--- config.mk ---
export PLATFORM = sky130hd
export DESIGN_NAME = branch_resolve_unit
export DESIGN_NICKNAME = d
export VERILOG_FILES = /design/src/rtl/branch_pkg.sv /design/src/rtl/bht_2bit.sv /design/src/rtl/branch_resolve_unit.sv
export SDC_FILE = /design/constraint.sdc
export NUM_CORES = 1
export LEC_CHECK = 0
export ABC_CLOCK_PERIOD_IN_PS = 9000
export CORE_MARGIN = 3
export CORE_UTILIZATION = 50
export CTS_CLUSTER_DIAMETER = 200
export DETAILED_ROUTE_END_ITERATION = 10
export DONT_BUFFER_PORTS = 1
export PLACE_DENSITY = 0.73
export SLEW_MARGIN = 20
export SYNTH_ARGS = -nofsm -noshare
export SYNTH_HDL_FRONTEND = slang
export SYNTH_SLANG_ARGS = --single-unit
--- constraint.sdc ---
create_clock -name clk -period 9 [get_ports clk]
set_input_delay 1.35 -clock clk [delete_from_list [all_inputs] [get_ports clk]]
set_output_delay 1.35 -clock clk [all_outputs]
set_load 0.1 [all_outputs]
--- src/rtl/branch_pkg.sv ---
`default_nettype none
// +----------------------------------------------------------------------------+
// | branch_pkg                                                                 |
// | Branch funct3 encodings, BHT counter states and taken-decode helpers.      |
// | Revision: 1.0                                                              |
// +----------------------------------------------------------------------------+
package branch_pkg;

    localparam logic [2:0] FUNCT3_BEQ  = 3'b000;
    localparam logic [2:0] FUNCT3_BNE  = 3'b001;
    localparam logic [2:0] FUNCT3_BLT  = 3'b100;
    localparam logic [2:0] FUNCT3_BGE  = 3'b101;
    localparam logic [2:0] FUNCT3_BLTU = 3'b110;
    localparam logic [2:0] FUNCT3_BGEU = 3'b111;

    typedef enum logic [1:0] {
        SNT = 2'b00,
        WNT = 2'b01,
        WT  = 2'b10,
        ST  = 2'b11
    } bht_state_t;

    function automatic logic funct3_legal(input logic [2:0] funct3);
        return (funct3 != 3'b010) && (funct3 != 3'b011);
    endfunction

    function automatic logic funct3_taken(input logic [2:0] funct3,
                                          input logic       eq,
                                          input logic       lt);
        logic taken;
        taken = 1'b0;
        case (funct3)
            FUNCT3_BEQ:  taken = eq;
            FUNCT3_BNE:  taken = ~eq;
            FUNCT3_BLT:  taken = lt;
            FUNCT3_BGE:  taken = ~lt;
            FUNCT3_BLTU: taken = lt;
            FUNCT3_BGEU: taken = ~lt;
            default:     taken = 1'b0;
        endcase
        return taken;
    endfunction

endpackage
`default_nettype wire

--- src/rtl/bht_2bit.sv ---
`default_nettype none
// +----------------------------------------------------------------------------+
// | bht_2bit                                                                   |
// | 2-bit saturating branch history table: async read, sync inc/dec write.     |
// | Revision: 1.0                                                              |
// +----------------------------------------------------------------------------+
module bht_2bit
    import branch_pkg::*;
#(
    parameter int BHT_IDX_BITS = 6
) (
    input  logic                    clk,
    input  logic                    rst,
    input  logic [BHT_IDX_BITS-1:0] rd_idx,
    output bht_state_t              rd_state,
    input  logic                    wr_en,
    input  logic [BHT_IDX_BITS-1:0] wr_idx,
    input  logic                    wr_taken
);

    localparam int c_depth = 2 ** BHT_IDX_BITS;

    bht_state_t r_table [c_depth];
    bht_state_t w_cur;
    bht_state_t w_next;

    // Reads see the stored value, so a same-cycle write is not bypassed.
    assign rd_state = r_table[rd_idx];
    assign w_cur    = r_table[wr_idx];

    always_comb begin
        w_next = w_cur;
        if (wr_taken) begin
            if (w_cur != ST) w_next = bht_state_t'(w_cur + 2'd1);
        end else begin
            if (w_cur != SNT) w_next = bht_state_t'(w_cur - 2'd1);
        end
    end

    always_ff @(posedge clk or posedge rst) begin
        if (rst) begin
            for (int i = 0; i < c_depth; i++) r_table[i] <= WNT;
        end else if (wr_en) begin
            r_table[wr_idx] <= w_next;
        end
    end

endmodule
`default_nettype wire

--- src/rtl/branch_resolve_unit.sv ---
`default_nettype none
// +----------------------------------------------------------------------------+
// | branch_resolve_unit                                                        |
// | EX-stage branch resolution, BHT training, redirect and perf counters.      |
// | Revision: 1.0                                                              |
// +----------------------------------------------------------------------------+
module branch_resolve_unit
    import branch_pkg::*;
#(
    parameter int BHT_IDX_BITS = 6,
    parameter int CNT_W        = 32
) (
    input  logic             clk,
    input  logic             rst,
    input  logic [31:0]      if_pc,
    output logic             if_pred_taken,
    input  logic             ex_valid,
    input  logic             ex_stall,
    input  logic             ex_is_branch,
    input  logic             ex_is_jump,
    input  logic [2:0]       ex_funct3,
    input  logic             ex_eq,
    input  logic             ex_lt,
    output logic             br_un,
    input  logic [31:0]      ex_pc,
    input  logic [31:0]      ex_target,
    input  logic             ex_pred_taken,
    output logic             redirect,
    output logic [31:0]      redirect_pc,
    output logic [CNT_W-1:0] branch_cnt,
    output logic [CNT_W-1:0] mispred_cnt
);

    localparam logic [CNT_W-1:0] c_cnt_max = '1;

    logic             r_redirect;
    logic [31:0]      r_redirect_pc;
    logic [CNT_W-1:0] r_branch_cnt;
    logic [CNT_W-1:0] r_mispred_cnt;

    logic       w_fire;
    logic       w_jump;
    logic       w_branch;
    logic       w_legal;
    logic       w_taken;
    logic       w_mispred;
    logic       w_bht_upd;
    bht_state_t w_pred_state;
    logic       w_unused;

    // A jump wins when both type flags are set.
    assign w_jump    = ex_is_jump;
    assign w_branch  = ex_is_branch & ~ex_is_jump;
    assign w_legal   = funct3_legal(ex_funct3);
    assign w_taken   = w_jump | (w_legal & funct3_taken(ex_funct3, ex_eq, ex_lt));
    // The slot behind a redirect is wrong-path and must not resolve.
    assign w_fire    = ex_valid & ~ex_stall & ~r_redirect;
    assign w_mispred = w_fire & (w_jump | (w_branch & w_legal)) & (w_taken != ex_pred_taken);
    assign w_bht_upd = w_fire & w_branch & w_legal;

    assign br_un         = ex_funct3[1];
    assign if_pred_taken = w_pred_state[1];
    assign w_unused      = ^{if_pc[1:0], if_pc[31:BHT_IDX_BITS+2]};

    bht_2bit #(
        .BHT_IDX_BITS(BHT_IDX_BITS)
    ) u_bht (
        .clk      (clk),
        .rst      (rst),
        .rd_idx   (if_pc[BHT_IDX_BITS+1:2]),
        .rd_state (w_pred_state),
        .wr_en    (w_bht_upd),
        .wr_idx   (ex_pc[BHT_IDX_BITS+1:2]),
        .wr_taken (w_taken)
    );

    always_ff @(posedge clk or posedge rst) begin
        if (rst) begin
            r_redirect    <= 1'b0;
            r_redirect_pc <= 32'd0;
            r_branch_cnt  <= '0;
            r_mispred_cnt <= '0;
        end else begin
            r_redirect <= w_mispred;
            if (w_mispred) begin
                r_redirect_pc <= w_taken ? ex_target : (ex_pc + 32'd4);
                if (r_mispred_cnt != c_cnt_max) r_mispred_cnt <= r_mispred_cnt + 1'b1;
            end
            if (w_bht_upd && (r_branch_cnt != c_cnt_max)) begin
                r_branch_cnt <= r_branch_cnt + 1'b1;
            end
        end
    end

    assign redirect    = r_redirect;
    assign redirect_pc = r_redirect_pc;
    assign branch_cnt  = r_branch_cnt;
    assign mispred_cnt = r_mispred_cnt;

endmodule
`default_nettype wire

==> impl_metrics.py <==
metrics = {
    "run_status": {
        "run_status": "finished clean",
    },
    "hold_path": {
        "hold_path_depth": 2,
        "hold_path_class": "reg -> reg",
    },
    "global_routing": {
        "antenna_found_initial": 0,
        "overflow": 0,
        "grt_pass1_vias": 8597,
        "grt_pass1_wl_um": 47000,
        "grt_max_degree": 98,
        "grt_usage_pct": 23.6,
    },
    "floorplanning": {
        "die_h_um": 158,
        "die_w_um": 158,
        "die_area_um2": 24900,
        "ios": 207,
        "initial_core_util_pct": 51.7,
        "core-area_um2": 22200,
        "core.rowCount": 54,
    },
    "finish": {
        "layout_common_cells": "275 x nand2_1, 161 x dfrtp_1, 97 x o21ai_0",
        "drive_above_1_share_pct": 13.2,
        "final_common_cell": "nand2_1",
        "fillers": 1928,
        "syn_to_final_growth_pct": 8.55,
        "finalNonFillerCells": 1460,
        "antenna_cells": 0,
        "fin_nets": 1273,
        "final_util_pct": 56.1,
        "finalInstanceArea_um2": 12500,
    },
    "routing": {
        "routed_wl_um": 30100,
        "drtIter0Drc": 798,
        "dr.pass1.iters": 6,
        "route.detailed.drc": 0,
        "wl_per_cell_um": 20.6,
        "viasPerCell": 6.18,
        "vias": 9029,
        "ant_nets": 0,
    },
    "clocking": {
        "cts_tree": "done",
        "numCtsBuffers": 25,
        "htreeDepth": 1,
        "cts_buffer_depth": 3,
        "cts.sinks": 225,
        "hold_buffers": 0,
        "postCtsSetupBuffers": 0,
        "root_buffer": "clkbuf_16",
        "clkLatencyLatePin_ns": 0.52,
        "clk_pin_slew_ns": 0.05,
        "ctsResizeCount": 0,
    },
    "place": {
        "dp_hpwl_um": 20100,
        "post_dp_cell_area_um2": 11600,
        "placedCellCount": 1415,
        "gp_congestion": 0.907,
        "io_buffers": 0,
        "dp_worst_setup_slack_ns": 4.51,
    },
    "logic_synthesis": {
        "avgSynthCellArea_um2": 9.69,
        "ys_ff_latch": 225,
        "syn_nets": 1297,
        "seq_area_frac_synth_pct": 49.7,
        "synth_area_um2": 11500,
        "yosysWarnings": 0,
        "yosysUniqueCellTypes": 60,
        "synth_cells": 1186,
        "synthArstFlopShare_pct": 100,
        "synthFlopType": "dfrtp_1",
        "synth_edf_count": 0,
    },
    "worst_setup_path": {
        "arrival_ns": 3.15,
        "critPathLaunchType": "input pin",
        "worstPathMaxFanout": 16,
        "reg2reg_depth": 6,
        "worstSetupEndpointType": "output port",
        "crit_required_ns": 7.65,
        "critPathKind": "in -> out",
    },
    "sta": {
        "hold_violations": 0,
        "fin_setup_tns_ns": 0,
        "worst_slew_pin_slew_ns": 1.15,
        "fin_ws_ns": 4.50,
        "min_period_ns": 4.50,
        "grt_setup_unrepaired": "false",
        "drv_slew": 0,
        "slew_headroom_pct": 23.1,
        "fin_crit_sh_pct": 50.0,
        "finalSetupViolCount": 0,
        "holdWs_ns": 0.459,
        "skew_ns": 0.00798,
        "fmax_mhz": 222,
    },
    "power_and_ir_drop": {
        "p_total_mw": 2.84,
        "p_leak_nw": 5.07,
        "powerDensity_nw_per_um2": 228,
        "ir_worst_vdd_uv": 162,
    },
    "job": {
        "cap_violations": 0,
    },
}
==> per-layer routing <==
metal  part of all wire, %  global-route usage [%]
met3                    10                    7.16
met5                     0                       0
met1                    42                    34.1
met2                    45                    34.8
met4                   3.1                    6.69
==> synthesized netlist by cell type (16+ instances only) <==
master      n  area share, %
clkbuf_1   26           0.85
o21ai_0    97            4.2
a21oi_1    26            1.1
nor2_1     48            1.6
xnor2_1    52            4.0
o21ai_1    71            3.1
nand4_1    33            1.8
mux4_2     22            4.3
mux2i_1    30            2.6
dfstp_2    64             15
xor2_1     37            2.8
and3_1     16           0.87
nand3_1    36            1.6
dfrtp_1   161             35
a221oi_1   16            1.2
nand2_1   275            9.0
==> area by class of cell <==
| cell class | count | area [um^2] | area share, % |
|---|---|---|---|
| clock inverters | 10 | 159 | 1.27 |
| well taps | 280 | 350 | 2.81 |
| repair buffers | 9 | 67.6 | 0.541 |
| inverters | 8 | 37.5 | 0.301 |
| clock buffers | 35 | 683 | 5.47 |
| flip-flops and latches | 225 | 5710 | 45.8 |
| multi-input cells | 893 | 5470 | 43.8 |
==> state kept, by name, summed over array words and instances, names as in the netlist <==
signal / cells
redirect: 1
redirect_pc: 32
u_bht.r_table: 128
mispred_cnt: 32
branch_cnt: 32
==> critical path, cell delays in order <==
cell and delay (ns):
mux4_2 0.51, mux4_2 0.53, mux4_2 0.76
==> path summary, 6_finish.rpt <==
check	startpoint	to	slack, ns
worst max-delay path	if_pc[2]	if_pred_taken	4.50
worst min-delay path	u_bht.r_table[10]$_DFFE_PP1P_	u_bht.r_table[10]$_DFFE_PP1P_	0.46
worst max register to register	branch_cnt[18]$_DFFE_PP0P_	branch_cnt[1]$_DFFE_PP0P_	5.47
worst min register to register	u_bht.r_table[10]$_DFFE_PP1P_	u_bht.r_table[10]$_DFFE_PP1P_	0.46
max in group asynchronous	rst	u_bht.r_table[91]$_DFFE_PP0P_	6.89
min in group asynchronous	rst	branch_cnt[20]$_DFFE_PP0P_	0.78
==> logic make-up after synthesis <==
| kind of cell | after synthesis | synth area share, % |
|---|---|---|
| and+or+nand+nor | 479 | 19.0 |
| adders and majority gates | 5 | 0.512 |
| DFF | 225 | 49.7 |
| buffers and inverters | 68 | 3.01 |
| xor gates and xnor gates | 89 | 6.78 |
| muxes | 64 | 8.10 |
| AOI/OAI and AO/OA | 256 | 13.0 |
==> power breakdown <==
group | total (mW) | leakage (nW) | switching, mW | internal [mW]
combinational | 0.208 | 1.81 | 0.132 | 0.0757
sequential | 1.58 | 2.85 | 0.499 | 1.08
clock | 1.06 | 0.405 | 0.412 | 0.644
No activity file was read; power rests on OpenSTA's default activity.
